===== src/rtl/exe_iter_div_pkg.sv =====
// exe_iter_div_pkg: shared types and constants for the iterative divide unit
package exe_iter_div_pkg;
  typedef enum logic [1:0] {IDLE, CALC, FIX, DONE} div_state_t;
  localparam int DIV_W32 = 32;
endpackage


===== src/rtl/exe_iter_div_if.sv =====
// exe_iter_div_if: request/result bundle between the execution stage and the divider
//   requester -> divider: kill_i, request_i, op_32_i, signed_i, dvnd_i, dvsr_i, tag_i
//   divider -> requester: quo_o, rmd_o, tag_o, stall_o, done_tick_o
interface exe_iter_div_if #(
  parameter int XLEN = 64,
  parameter int TAG_W = 5
);
  logic kill_i;
  logic request_i;
  logic op_32_i;
  logic signed_i;
  logic [XLEN-1:0] dvnd_i;
  logic [XLEN-1:0] dvsr_i;
  logic [TAG_W-1:0] tag_i;
  logic [XLEN-1:0] quo_o;
  logic [XLEN-1:0] rmd_o;
  logic [TAG_W-1:0] tag_o;
  logic stall_o;
  logic done_tick_o;
  modport master (
    output kill_i, request_i, op_32_i, signed_i, dvnd_i, dvsr_i, tag_i,
    input  quo_o, rmd_o, tag_o, stall_o, done_tick_o
  );
  modport slave (
    input  kill_i, request_i, op_32_i, signed_i, dvnd_i, dvsr_i, tag_i,
    output quo_o, rmd_o, tag_o, stall_o, done_tick_o
  );
endinterface


===== src/rtl/exe_div_step.sv =====
// exe_div_step: one combinational restoring shift-subtract division step
//   rem_i/bit_i: partial remainder and next dividend bit, dvsr_i: divisor magnitude
//   rem_o: next partial remainder, q_o: produced quotient bit
module exe_div_step #(
  parameter int XLEN = 64
) (
  input  logic [XLEN-1:0] rem_i,
  input  logic            bit_i,
  input  logic [XLEN-1:0] dvsr_i,
  output logic [XLEN-1:0] rem_o,
  output logic            q_o
);
  logic [XLEN:0] sh;
  logic [XLEN:0] diff;
  // rem_i < dvsr_i, so the shifted value needs one extra bit and the borrow sits in the top bit
  assign sh = {rem_i, bit_i};
  assign diff = sh - {1'b0, dvsr_i};
  assign q_o = ~diff[XLEN];
  assign rem_o = q_o ? diff[XLEN-1:0] : sh[XLEN-1:0];
endmodule


===== src/rtl/exe_iter_div.sv =====
// exe_iter_div: multi-cycle signed/unsigned integer divider with word mode, early-out and kill
//   clk_i, rst_i: clock and synchronous active-high reset
//   bus (slave): operands, op flags, tag and kill in; quotient, remainder, tag, stall, done out
module exe_iter_div
  import exe_iter_div_pkg::*;
#(
  parameter int XLEN = 64,
  parameter int TAG_W = 5
) (
  input logic clk_i,
  input logic rst_i,
  exe_iter_div_if.slave bus
);
  localparam int CW = $clog2(XLEN);
  localparam int SH = XLEN - DIV_W32;
  localparam logic [XLEN-1:0] MIN_X = {1'b1, {(XLEN-1){1'b0}}};
  localparam logic [XLEN-1:0] MIN_W = ~XLEN'(32'h7fff_ffff);
  div_state_t state_q, state_d;
  logic [CW-1:0] cnt_q, cnt_d;
  logic [XLEN-1:0] dq_q, dq_d, rem_q, rem_d, dvsr_q, dvsr_d;
  logic [XLEN-1:0] quo_q, quo_d, rmd_q, rmd_d;
  logic [TAG_W-1:0] tagw_q, tagw_d, tag_q, tag_d;
  logic negq_q, negq_d, negr_q, negr_d, w32_q, w32_d;
  logic [XLEN-1:0] ext_a, ext_b, mag_a, mag_b, step_rem;
  logic neg_a, neg_b, div0, ovf, accept, step_q;
  // Word mode keeps the low 32 bits, extended by sign (s) or zero; full width passes through
  function automatic logic [XLEN-1:0] wext(input logic [XLEN-1:0] x, input logic w, input logic s);
    logic signed [XLEN-1:0] t;
    t = x << SH;
    t = s ? t >>> SH : t >> SH;
    return w ? t : x;
  endfunction
  assign ext_a = wext(bus.dvnd_i, bus.op_32_i, bus.signed_i);
  assign ext_b = wext(bus.dvsr_i, bus.op_32_i, bus.signed_i);
  assign neg_a = bus.signed_i & ext_a[XLEN-1];
  assign neg_b = bus.signed_i & ext_b[XLEN-1];
  assign mag_a = neg_a ? -ext_a : ext_a;
  assign mag_b = neg_b ? -ext_b : ext_b;
  assign div0 = ext_b == '0;
  assign ovf = bus.signed_i & (ext_b == '1) & (ext_a == (bus.op_32_i ? MIN_W : MIN_X));
  assign accept = bus.request_i & ~bus.kill_i & (state_q == IDLE | state_q == DONE);
  exe_div_step #(.XLEN(XLEN)) u_step (
    .rem_i (rem_q),
    .bit_i (dq_q[XLEN-1]),
    .dvsr_i(dvsr_q),
    .rem_o (step_rem),
    .q_o   (step_q)
  );
  always_comb begin
    state_d = state_q;
    cnt_d = cnt_q;
    dq_d = dq_q;
    rem_d = rem_q;
    dvsr_d = dvsr_q;
    negq_d = negq_q;
    negr_d = negr_q;
    w32_d = w32_q;
    tagw_d = tagw_q;
    quo_d = quo_q;
    rmd_d = rmd_q;
    tag_d = tag_q;
    case (state_q)
      // dq_q shifts dividend bits out of the top while quotient bits enter at the bottom
      CALC: begin
        dq_d = {dq_q[XLEN-2:0], step_q};
        rem_d = step_rem;
        cnt_d = cnt_q - 1'b1;
        state_d = cnt_q == '0 ? FIX : CALC;
      end
      FIX: begin
        quo_d = wext(negq_q ? -dq_q : dq_q, w32_q, 1'b1);
        rmd_d = wext(negr_q ? -rem_q : rem_q, w32_q, 1'b1);
        tag_d = tagw_q;
        state_d = DONE;
      end
      default: begin
        state_d = IDLE;
        if (accept) begin
          // Word dividends are left-aligned so the step always consumes from the top bit
          dq_d = bus.op_32_i ? mag_a << SH : mag_a;
          rem_d = '0;
          dvsr_d = mag_b;
          negq_d = neg_a ^ neg_b;
          negr_d = neg_a;
          w32_d = bus.op_32_i;
          tagw_d = bus.tag_i;
          cnt_d = CW'(bus.op_32_i ? DIV_W32 - 1 : XLEN - 1);
          state_d = (div0 | ovf) ? DONE : CALC;
          if (div0 | ovf) begin
            quo_d = div0 ? '1 : ext_a;
            rmd_d = div0 ? wext(bus.dvnd_i, bus.op_32_i, 1'b1) : '0;
            tag_d = bus.tag_i;
          end
        end
      end
    endcase
    if (bus.kill_i) begin
      state_d = IDLE;
      quo_d = quo_q;
      rmd_d = rmd_q;
      tag_d = tag_q;
    end
  end
  always_ff @(posedge clk_i) begin
    if (rst_i) begin
      state_q <= IDLE;
      cnt_q <= '0;
      dq_q <= '0;
      rem_q <= '0;
      dvsr_q <= '0;
      negq_q <= 1'b0;
      negr_q <= 1'b0;
      w32_q <= 1'b0;
      tagw_q <= '0;
      quo_q <= '0;
      rmd_q <= '0;
      tag_q <= '0;
    end else begin
      state_q <= state_d;
      cnt_q <= cnt_d;
      dq_q <= dq_d;
      rem_q <= rem_d;
      dvsr_q <= dvsr_d;
      negq_q <= negq_d;
      negr_q <= negr_d;
      w32_q <= w32_d;
      tagw_q <= tagw_d;
      quo_q <= quo_d;
      rmd_q <= rmd_d;
      tag_q <= tag_d;
    end
  end
  assign bus.quo_o = quo_q;
  assign bus.rmd_o = rmd_q;
  assign bus.tag_o = tag_q;
  assign bus.done_tick_o = state_q == DONE;
  assign bus.stall_o = accept | state_q == CALC | state_q == FIX;
endmodule


===== src/flat_wrapper.sv =====
// flat-port wrapper written by rule: the top's interface ports become plain ports
module exe_iter_div_flat import exe_iter_div_pkg::*;
#(
  parameter int XLEN = 64,
  parameter int TAG_W = 5
)
  (clk_i, rst_i, bus_kill_i, bus_request_i, bus_op_32_i, bus_signed_i, bus_dvnd_i, bus_dvsr_i, bus_tag_i, bus_quo_o, bus_rmd_o, bus_tag_o, bus_stall_o, bus_done_tick_o);
  exe_iter_div_if #(.XLEN(XLEN), .TAG_W(TAG_W)) bus_i ();
  input logic clk_i;
  input logic rst_i;
  input wire logic [$bits(bus_i.kill_i)-1:0] bus_kill_i;
  input wire logic [$bits(bus_i.request_i)-1:0] bus_request_i;
  input wire logic [$bits(bus_i.op_32_i)-1:0] bus_op_32_i;
  input wire logic [$bits(bus_i.signed_i)-1:0] bus_signed_i;
  input wire logic [$bits(bus_i.dvnd_i)-1:0] bus_dvnd_i;
  input wire logic [$bits(bus_i.dvsr_i)-1:0] bus_dvsr_i;
  input wire logic [$bits(bus_i.tag_i)-1:0] bus_tag_i;
  output wire logic [$bits(bus_i.quo_o)-1:0] bus_quo_o;
  output wire logic [$bits(bus_i.rmd_o)-1:0] bus_rmd_o;
  output wire logic [$bits(bus_i.tag_o)-1:0] bus_tag_o;
  output wire logic [$bits(bus_i.stall_o)-1:0] bus_stall_o;
  output wire logic [$bits(bus_i.done_tick_o)-1:0] bus_done_tick_o;
  assign bus_i.kill_i = bus_kill_i;
  assign bus_i.request_i = bus_request_i;
  assign bus_i.op_32_i = bus_op_32_i;
  assign bus_i.signed_i = bus_signed_i;
  assign bus_i.dvnd_i = bus_dvnd_i;
  assign bus_i.dvsr_i = bus_dvsr_i;
  assign bus_i.tag_i = bus_tag_i;
  assign bus_quo_o = bus_i.quo_o;
  assign bus_rmd_o = bus_i.rmd_o;
  assign bus_tag_o = bus_i.tag_o;
  assign bus_stall_o = bus_i.stall_o;
  assign bus_done_tick_o = bus_i.done_tick_o;
  exe_iter_div #(.XLEN(XLEN), .TAG_W(TAG_W)) u_core (.clk_i(clk_i), .rst_i(rst_i), .bus(bus_i));
endmodule

===== config.mk =====
export PLATFORM = sky130hd
export DESIGN_NAME = exe_iter_div_flat
export DESIGN_NICKNAME = d
export VERILOG_FILES = /design/src/rtl/exe_iter_div_pkg.sv /design/src/rtl/exe_iter_div_if.sv /design/src/rtl/exe_div_step.sv /design/src/rtl/exe_iter_div.sv /design/src/flat_wrapper.sv
export SDC_FILE = /design/constraint.sdc
export NUM_CORES = 1
export LEC_CHECK = 0
export BUFFER_PORTS_ARGS = -buffer_cell sky130_fd_sc_hd__buf_4
export CORE_ASPECT_RATIO = 1.2
export CORE_MARGIN = 2
export CORE_UTILIZATION = 47
export CTS_BUF_LIST = sky130_fd_sc_hd__clkbuf_8
export DETAILED_ROUTE_END_ITERATION = 8
export PLACE_DENSITY = 0.72
export SYNTH_ARGS = -nofsm -noshare
export SYNTH_HDL_FRONTEND = slang
export SYNTH_SLANG_ARGS = --single-unit

===== constraint.sdc =====
create_clock -name clk_i -period 4.7 [get_ports clk_i]
set_clock_uncertainty 0.15 [all_clocks]
set_input_delay 0.705 -clock clk_i [delete_from_list [all_inputs] [get_ports clk_i]]
set_output_delay 0.705 -clock clk_i [all_outputs]
set_load 0.01 [all_outputs]

---- Word level (Yosys, flattened, before mapping) ----
Index checks and enable logic that the tools add are counted.
storage, ports and cells
  flip-flop bits (word level) ............. 341
  output and inout bits ................... 135
  word-level logic and storage cells ...... 86
  bits of input ports ..................... 139
operators by class
  muxes and demuxes ....................... 36
  eq/ne operators ......................... 5
  reduce and logical (&&, ||, !) cells .... 11
  $add $sub $neg .......................... 6
  bitwise operators ....................... 16
operators by type and width
  operator                                                             number
  64-bit two-way mux                                                   21
  64-bit one-hot mux with 2 select lines                               4
  64-bit negation                                                      4
  65-bit by 64-bit subtractor with 65-bit output                       1
  64-bit == test                                                       1
  64-bit == test (second input constant)                               1
  64-bit zero test                                                     1
  63-bit two-way mux                                                   1
  6-bit two-way mux                                                    2
  6-bit one-hot mux with 2 select lines                                1
  5-bit two-way mux                                                    2
  5-bit one-hot mux with 2 select lines                                1
  1-bit bitwise AND                                                    6
  6-bit zero test                                                      1
  2-bit two-way mux                                                    3
  2-bit nonzero test                                                   3
  6-bit by 1-bit subtractor with 6-bit output (second input constant)  1
  1-bit inverter                                                       5
  2-bit == test (second input constant)                                2
  1-bit bitwise OR                                                     4
  2-bit one-hot mux with 2 select lines                                1
  2-bit AND reduction                                                  2
  4-bit AND reduction                                                  1
  2-bit OR reduction                                                   2
  other kinds (3)                                                      3

---- Logic depth before layout (Yosys ltp) ----
Gate-level depths: netlist of run 1.
  depth after elaboration ................. 9
  mapped depth ............................ 16
  mapped depth without buffers ............ 14

---- By module ----
From an unflattened synthesis of run 1, not the netlist that was laid out.
unflattened totals
  cell total of the unflattened synthesis .. 3537
  area, all modules ....................... 25740.9 µm²
modules (own cells, without submodules)
  module        times used  sequential area each (µm²)  cells each  area each (µm²)
  exe_iter_div  1           6826.5                      2742        21015.2
  exe_div_step  1           0.0                         795         4725.8

---- Worst setup path before layout of run 1 ----
OpenSTA, ideal clock, no wires.
  path type ............................... input to register
  from .................................... input bus_dvnd_i[20]
  to ...................................... register u_core.dq_q[59]
  path buffers ............................ 0
  arrival time ............................ 3703 ps
  library setup time ...................... 78 ps
  cell stages on the path ................. 11
  slack ................................... 769 ps
  required time ........................... 4472 ps
  cell sequence ........................... or4_1 -> or4_1 -> nor4_2 -> nand3_1 -> or4_1 -> nor2_1 -> a21oi_1 -> xor2_1 -> nor2_1 -> o311a_1 -> nor3_1
on the way
  word-level cells in the longest chain between the ends .. 7
RTL lines
  element                                     line                 text
  start: declaration                          flat_wrapper.sv:15   input wire logic [$bits(bus_i.dvnd_i)-1:0] bus_dvnd_i;
  64-bit two-way mux                          exe_iter_div.sv:30   t = s ? t >>> SH : t >> SH;
  64-bit two-way mux (*)                      exe_iter_div.sv:31   return w ? t : x;
  64-bit negation (*)                         exe_iter_div.sv:37   assign mag_a = neg_a ? -ext_a : ext_a;
  64-bit two-way mux (*)                      exe_iter_div.sv:37
  64-bit two-way mux (*)                      exe_iter_div.sv:80   dq_d = bus.op_32_i ? mag_a << SH : mag_a;
  64-bit two-way mux (*)                      exe_iter_div.sv:78   if (accept) begin
  64-bit one-hot mux with 2 select lines (*)  exe_iter_div.sv:62   case (state_q)
  end signal: assignment                      exe_iter_div.sv:121  dq_q <= dq_d;
  end: declaration                            exe_iter_div.sv:20   logic [XLEN-1:0] dq_q, dq_d, rem_q, rem_d, dvsr_q, dvsr_d;
Mark *: on every way between the ends. The rest lies on a longest branch, timed or not. The select of a mux whose other input is x is not followed.
A chain may end at the register's enable or synchronous reset.

---- Worst setup path after layout of run 1 ----
  from .................................... register u_core.dq_q[63]
  to ...................................... register u_core.rem_q[55]
on the way
  word-level cells in the longest chain between the ends .. 3
RTL lines
  element                                         line                 text
  65-bit by 64-bit subtractor with 65-bit output  exe_div_step.sv:17   assign diff = sh - {1'b0, dvsr_i};
  64-bit two-way mux                              exe_div_step.sv:19   assign rem_o = q_o ? diff[XLEN-1:0] : sh[XLEN-1:0];
  64-bit one-hot mux with 2 select lines          exe_iter_div.sv:62
  end signal: assignment                          exe_iter_div.sv:122  rem_q <= rem_d;
  end: declaration                                exe_iter_div.sv:20
No other way between the ends.

==> results.json, run 1 <==
{
  "status": "complete, but fails checks",
  "violations": "DRC",
  "rsz0062_at_grt": "false",
  "hold_slack_ns": 0.0606,
  "grt_pass1_wl_um": 147000,
  "setup_violations": 0,
  "cp_slowest_cell": "or4_1",
  "postCtsSetupRepairBufs": 0,
  "path_clk_slew_ns": 0.09,
  "wirelength_um": 96500,
  "clock_path_buffers": 3,
  "cp-start-kind": "register",
  "yosys_warnings": 0,
  "critPathLaunch": "u_core.dq_q[63]$_SDFFE_PP0P_",
  "setup_ws_ns": 0.131,
  "hp-start": "bus_kill_i",
  "crit_path_max_incr_delay_ns": 0.58,
  "placedCellCount": 4239,
  "hold_viol": 0,
  "cts_resized": 0,
  "die_w_um": 214,
  "fin_setup_tns_ns": 0,
  "slew_violations": 0,
  "r2r_start": "u_core.dq_q[63]$_SDFFE_PP0P_",
  "slew_headroom": 0.360,
  "netlist-cell-type-count": 82,
  "antenna_found_initial": 4,
  "num-nets-final": 3808,
  "grt_pass1_vias": 25300,
  "crit_cells": 13,
  "grt_max_degree": 133,
  "syn_inst": 3411,
  "worst-setup-path-type": "register to register",
  "clk_latency_ns": 0.73,
  "start_util": 0.474,
  "holdPathStages": 2,
  "worstPathArrival_ns": 5.01,
  "grt_usage": 0.343,
  "place_congestion": 1.04,
  "vias": 27200,
  "ant_nets": 0,
  "hpwl_um": 72700,
  "placed_cell_area_mm2": 0.0278,
  "viasPerCell": 6.25,
  "drive_gt1_frac": 0.143,
  "power.leakage_nw": 11.3,
  "fp.dieH_um": 256,
  "cap_viol_max_count": 0,
  "final_core_util": 0.557,
  "ys_ff_latch": 341,
  "die_area_mm2": 0.0547,
  "syn_to_final_growth_pct": 17.7,
  "pre_cts_slack_ns": 0.257,
  "drc": 12,
  "crit_family": "compound AO/OA/AOI/OAI gates",
  "cts_tree": "done",
  "r2r_cells": 13,
  "cp-end-kind": "register",
  "ys.flop_type": "dfxtp_1",
  "final_cells": 4351,
  "rows": 92,
  "wl_per_cell_um": 22.2,
  "irDropWorstVdd_uv": 229,
  "pwr_density_cell_mw_per_mm2": 271,
  "portBuffers": 273,
  "dr.pass1.iters": 9,
  "cts_buffers": 59,
  "netlist_area_mm2": 0.0248,
  "async_flop_share": 0,
  "fmax_ghz": 0.219,
  "clockRootBuffer": "clkbuf_8",
  "crit_chain": "inv_1 > ha_1 > fa_1 > nand2b_1 > a21o_1 > a211o_1 > nand3_1 > a21oi_1 > o21a_1 > or4_1 > a211oi_4 > nand2_1 > o21ai_0",
  "avgSynthCellArea_um2": 7.28,
  "htreeDepth": 2,
  "final_area_mm2": 0.0292,
  "min_path_type": "input pin to register",
  "ys_seq_area_frac": 0.275,
  "grt.overflow.total": 0,
  "first_iter_violations": 2844,
  "synth_nets": 3624,
  "core_region_area_mm2": 0.0524,
  "cts_sinks": 341,
  "cp_max_fo": 14,
  "period_share": 0.972,
  "io_pins": 274,
  "synth_edf_count": 0,
  "power_mw": 7.90,
  "worstPathRequired_ns": 5.14,
  "worst_pin_slew_ns": 0.957,
  "worstPathBufferInverterCount": 1,
  "min_period_ns": 4.57,
  "cts_hold_buf": 0
}
[state kept, by name, indices dropped and copies added, names as in the netlist]
name,flops
u_core.bus.rmd_o,64
u_core.dvsr_q,64
u_core.negq_q,1
u_core.bus.quo_o,64
u_core.tagw_q,5
u_core.state_q,2
u_core.rem_q,64
u_core.dq_q,64
u_core.bus.tag_o,5
u_core.cnt_q,6
u_core.negr_q,1
u_core.w32_q,1
[cell usage after synthesis, types with 34 or more instances]
| master | count | share of area |
|---|---|---|
| or3_1 | 46 | 0.012 |
| mux2i_1 | 55 | 0.022 |
| nor4_1 | 44 | 0.011 |
| o21ai_0 | 263 | 0.053 |
| nor2b_1 | 38 | 0.0096 |
| o221ai_1 | 44 | 0.016 |
| or4_1 | 42 | 0.013 |
| a211oi_1 | 58 | 0.018 |
| a21o_1 | 37 | 0.011 |
| clkbuf_1 | 213 | 0.032 |
| nand2_1 | 392 | 0.059 |
| nor2_1 | 395 | 0.060 |
| o31ai_1 | 54 | 0.016 |
| a221oi_1 | 52 | 0.018 |
| a21oi_1 | 283 | 0.057 |
| nor3_1 | 115 | 0.023 |
| ha_1 | 73 | 0.037 |
| inv_1 | 110 | 0.017 |
| nand2b_1 | 34 | 0.0086 |
| nand4_1 | 41 | 0.010 |
| dfxtp_1 | 341 | 0.28 |
| xor2_1 | 125 | 0.044 |
| xnor2_1 | 161 | 0.057 |
[final timing paths]
path	to	slack [ns]
worst max-delay path	u_core.rem_q[55]$_SDFFE_PP0P_	0.13
worst min-delay path	u_core.state_q[1]$_SDFF_PP0_	0.06
worst max register to register	u_core.rem_q[55]$_SDFFE_PP0P_	0.13
worst min register to register	u_core.bus.quo_o[42]$_SDFFE_PP0P_	0.30
[worst register-to-register path, cell delays in order (launching register included)]
cell and delay, ns:
dfxtp_1 0.47, inv_1 0.20, ha_1 0.29, fa_1 0.39, nand2b_1 0.20, a21o_1 0.20
a211o_1 0.32, nand3_1 0.12, a21oi_1 0.11, o21a_1 0.25, or4_1 0.58, a211oi_4 0.40
nand2_1 0.45, o21ai_0 0.29
[logic make-up (layout without fill, tap and decap cells)]
family,count (synthesis),after routing,synth area share
simple gates,1241,1241,0.232
buf+inv,365,599,0.0572
compound gates,1047,1047,0.275
mux,57,57,0.0231
flops,341,341,0.275
xor+xnor,286,286,0.101
fa+ha+maj,74,74,0.0376
other cells,0,1,0
[area by class of cell]
cell class                 count  area [um^2]
sequential                   341         6830
antenna                        1         2.50
clock inverter                31          280
timing repair buffer         376         3000
clock buffer                  80         1100
multi-input combinational   2705        16700
fill                        5100        23200
tap                          705          882
inverter                     112          420
[routing by layer]
| metal | GRT usage | share of wire | wire length, um |
|---|---|---|---|
| met1 | 0.431 | 0.38 | 37100 |
| met2 | 0.550 | 0.46 | 44100 |
| met3 | 0.0697 | 0.095 | 9200 |
| met4 | 0.185 | 0.062 | 6030 |
| met5 | 0 | 0.00027 | 26 |
[where the power goes]
| group | switching, mW | internal (mW) | total (mW) |
|---|---|---|---|
| Sequential | 0.104 | 2.97 | 3.08 |
| Clock | 1.38 | 1.80 | 3.18 |
| Combinational | 1.06 | 0.580 | 1.64 |
| Total | 2.55 | 5.35 | 7.90 |
[cells in the final DEF, fill, tap and decap left out, types with 41 or more instances in the layout]
cell	Yosys	routed
a221oi_1	52	52
nand2_1	392	392
or4_1	42	42
mux2i_1	55	55
o221ai_1	44	44
xor2_1	125	125
nor2_1	395	392
ha_1	73	71
inv_1	110	123
o21ai_0	263	263
or3_1	46	46
nor4_1	44	42
o31ai_1	54	54
clkbuf_8	0	81
a211oi_1	58	57
a21oi_1	283	282
nor3_1	115	114
nand4_1	41	41
xnor2_1	161	161
dfxtp_1	341	339
buf_4	3	361
Note: power is estimated with default switching activity, not from simulation.
==> run 2: changes to the inputs <==
Settings changed: CTS_BUF_LIST sky130_fd_sc_hd__clkbuf_8 to not set, PLACE_DENSITY 0.72 to 0.75.
Clock period 4.7 ns to 3.8 ns, I/O delays scaled along.
==> results.json, run 2 (synthesized netlist as in run 1, its figures left out) <==
{
  "fmax_ghz": 0.264,
  "hpwl_um": 75300,
  "antenna_found_initial": 6,
  "cts_hold_buf": 0,
  "slew_violations": 0,
  "worstPathRequired_ns": 4.08,
  "min_period_ns": 3.78,
  "worstPathArrival_ns": 4.06,
  "endpoint": "u_core.rem_q[18]$_SDFFE_PP0P_",
  "fillers": 4882,
  "multi_input_area_mm2": 0.0169,
  "start_util": 0.474,
  "ant_nets": 0,
  "reg2reg_slack_ns": 0.02,
  "drc": 0,
  "cap_viol_max_count": 0,
  "dr.pass1.iters": 9,
  "wirelength_um": 99400,
  "placed_cell_area_mm2": 0.0297,
  "cp-end-kind": "register",
  "pwr_density_cell_mw_per_mm2": 326,
  "path_clk_slew_ns": 0.07,
  "busiest_layer": "met2",
  "htreeDepth": 2,
  "power.leakage_nw": 12.6,
  "die_area_mm2": 0.0547,
  "fp.dieH_um": 256,
  "holdPathStages": 2,
  "status": "finished clean",
  "final_core_util": 0.602,
  "layout_commonest_cell": "buf_4",
  "cp-start-kind": "register",
  "portBuffers": 273,
  "wl_per_cell_um": 21.8,
  "r2r_cells": 16,
  "core_region_area_mm2": 0.0524,
  "irDropWorstVdd_uv": 276,
  "use_met1": 0.428,
  "seqCellArea_mm2": 0.00683,
  "slew_headroom": 0.163,
  "fin_setup_tns_ns": 0,
  "num-nets-final": 4038,
  "grt_usage": 0.351,
  "reg2reg_to": "u_core.rem_q[18]$_SDFFE_PP0P_",
  "clock_path_buffers": 3,
  "pre_cts_slack_ns": -0.957,
  "viasPerCell": 6.19,
  "setup_violations": 0,
  "cp_max_fo": 6,
  "first_iter_violations": 2532,
  "cts_tree": "done",
  "grtUsageMet2": 0.560,
  "grt.overflow.total": 0,
  "cts_buffers": 38,
  "grtUsageMet3": 0.0682,
  "grt_pass1_wl_um": 151000,
  "clockRootBuffer": "clkbuf_16",
  "setup_ws_ns": 0.0192,
  "hold_viol": 0,
  "rows": 92,
  "min_path_type": "input pin to register",
  "io_pins": 274,
  "critPathLaunch": "u_core.dq_q[63]$_SDFFE_PP0P_",
  "worst-setup-path-type": "register to register",
  "cts_sinks": 341,
  "layout.cells.most_common_list": "buf_4 (595), nand2_1 (390), nor2_1 (390)",
  "final_area_mm2": 0.0315,
  "period_share": 0.995,
  "drive_gt1_frac": 0.202,
  "grt_pass1_vias": 26600,
  "grt_max_degree": 91,
  "clk_latency_ns": 0.57,
  "vias": 28200,
  "die_w_um": 214,
  "worst_pin_slew_ns": 1.25,
  "r2r_start": "u_core.dq_q[63]$_SDFFE_PP0P_",
  "place_congestion": 1.03,
  "syn_to_final_growth_pct": 27.1,
  "rsz0062_at_grt": "true",
  "power_mw": 10.3
}
-- run 2: cell types whose count changed in the layout (fill, tap and decap cells not counted), moves of 9 or more --
cell / change
inv_1: -14
o21ai_1: +25
clkbuf_8: -77
buf_12: +9
clkbuf_16: +42
buf_4: +234
o21ai_0: -28
-- run 2: metrics by stage --
stage,instances,hold WS [ns]
after floorplan,3411,0.282
after global placement,4476,0.290
after detailed placement,4476,0.296
after CTS,4549,0.0550
after global routing,4560,0.0702
final,4561,0.0722
-- run 2: worst min-delay path by stage --
stage,from,to,slack (ns)
3_3_place_gp,u_core.dvsr_q[37]$_SDFFE_PP0P_,u_core.dvsr_q[37]$_SDFFE_PP0P_,0.29
6_report,bus_kill_i,u_core.state_q[1]$_SDFF_PP0_,0.07
5_1_grt,bus_kill_i,u_core.state_q[1]$_SDFF_PP0_,0.07
4_1_cts,bus_kill_i,u_core.state_q[1]$_SDFF_PP0_,0.05
2_1_floorplan,u_core.dvsr_q[49]$_SDFFE_PP0P_,u_core.dvsr_q[49]$_SDFFE_PP0P_,0.28
3_5_place_dp,u_core.dvsr_q[46]$_SDFFE_PP0P_,u_core.dvsr_q[46]$_SDFFE_PP0P_,0.30
-- run 2: repair_timing --
| item | 4_1_cts | 5_1_grt |
|---|---|---|
| pin swaps | 4 | 16 |
| buffers inserted | 4 | 7 |
| setup endpoints to repair | 198 | 144 |
| resized for setup | 17 | 76 |
| gates cloned | 0 | 4 |
-- run 2: layout make-up --
type,count,area share
diodes,2,0.000159
clock buffers,47,0.0328
clock inverters,22,0.0117
inverters,112,0.0134
multi-input cells,2706,0.537
flip-flops and latches,341,0.216
well taps,705,0.0280
repair buffers,626,0.161
-- run 2: per-layer routing --
layer | vias to the layer above | routed length [um]
li1 | 13200 | -
met1 | 13100 | 37700
met2 | 1518 | 45100
met3 | 385 | 9150
met4 | 12 | 7400
met5 | - | 80
-- run 2: power by group --
group          internal (mW)  leakage [nW]  switching (mW)
combinational          0.859          9.17            1.38
sequential              3.67          2.77           0.114
clock                   2.62         0.698            1.64
-- run 2: worst max-delay path: stages (launching register included) --
cell and delay (ns):
dfxtp_2 0.35, inv_4 0.06, ha_4 0.17, fa_2 0.35, nand2b_4 0.15, a21o_1 0.20
a211o_1 0.32, nand3_2 0.12, a21oi_4 0.07, o21a_1 0.24, or4_4 0.44, a211oi_4 0.30
buf_12 0.17, buf_12 0.13, buf_12 0.12, mux2i_1 0.18, o21ai_0 0.11
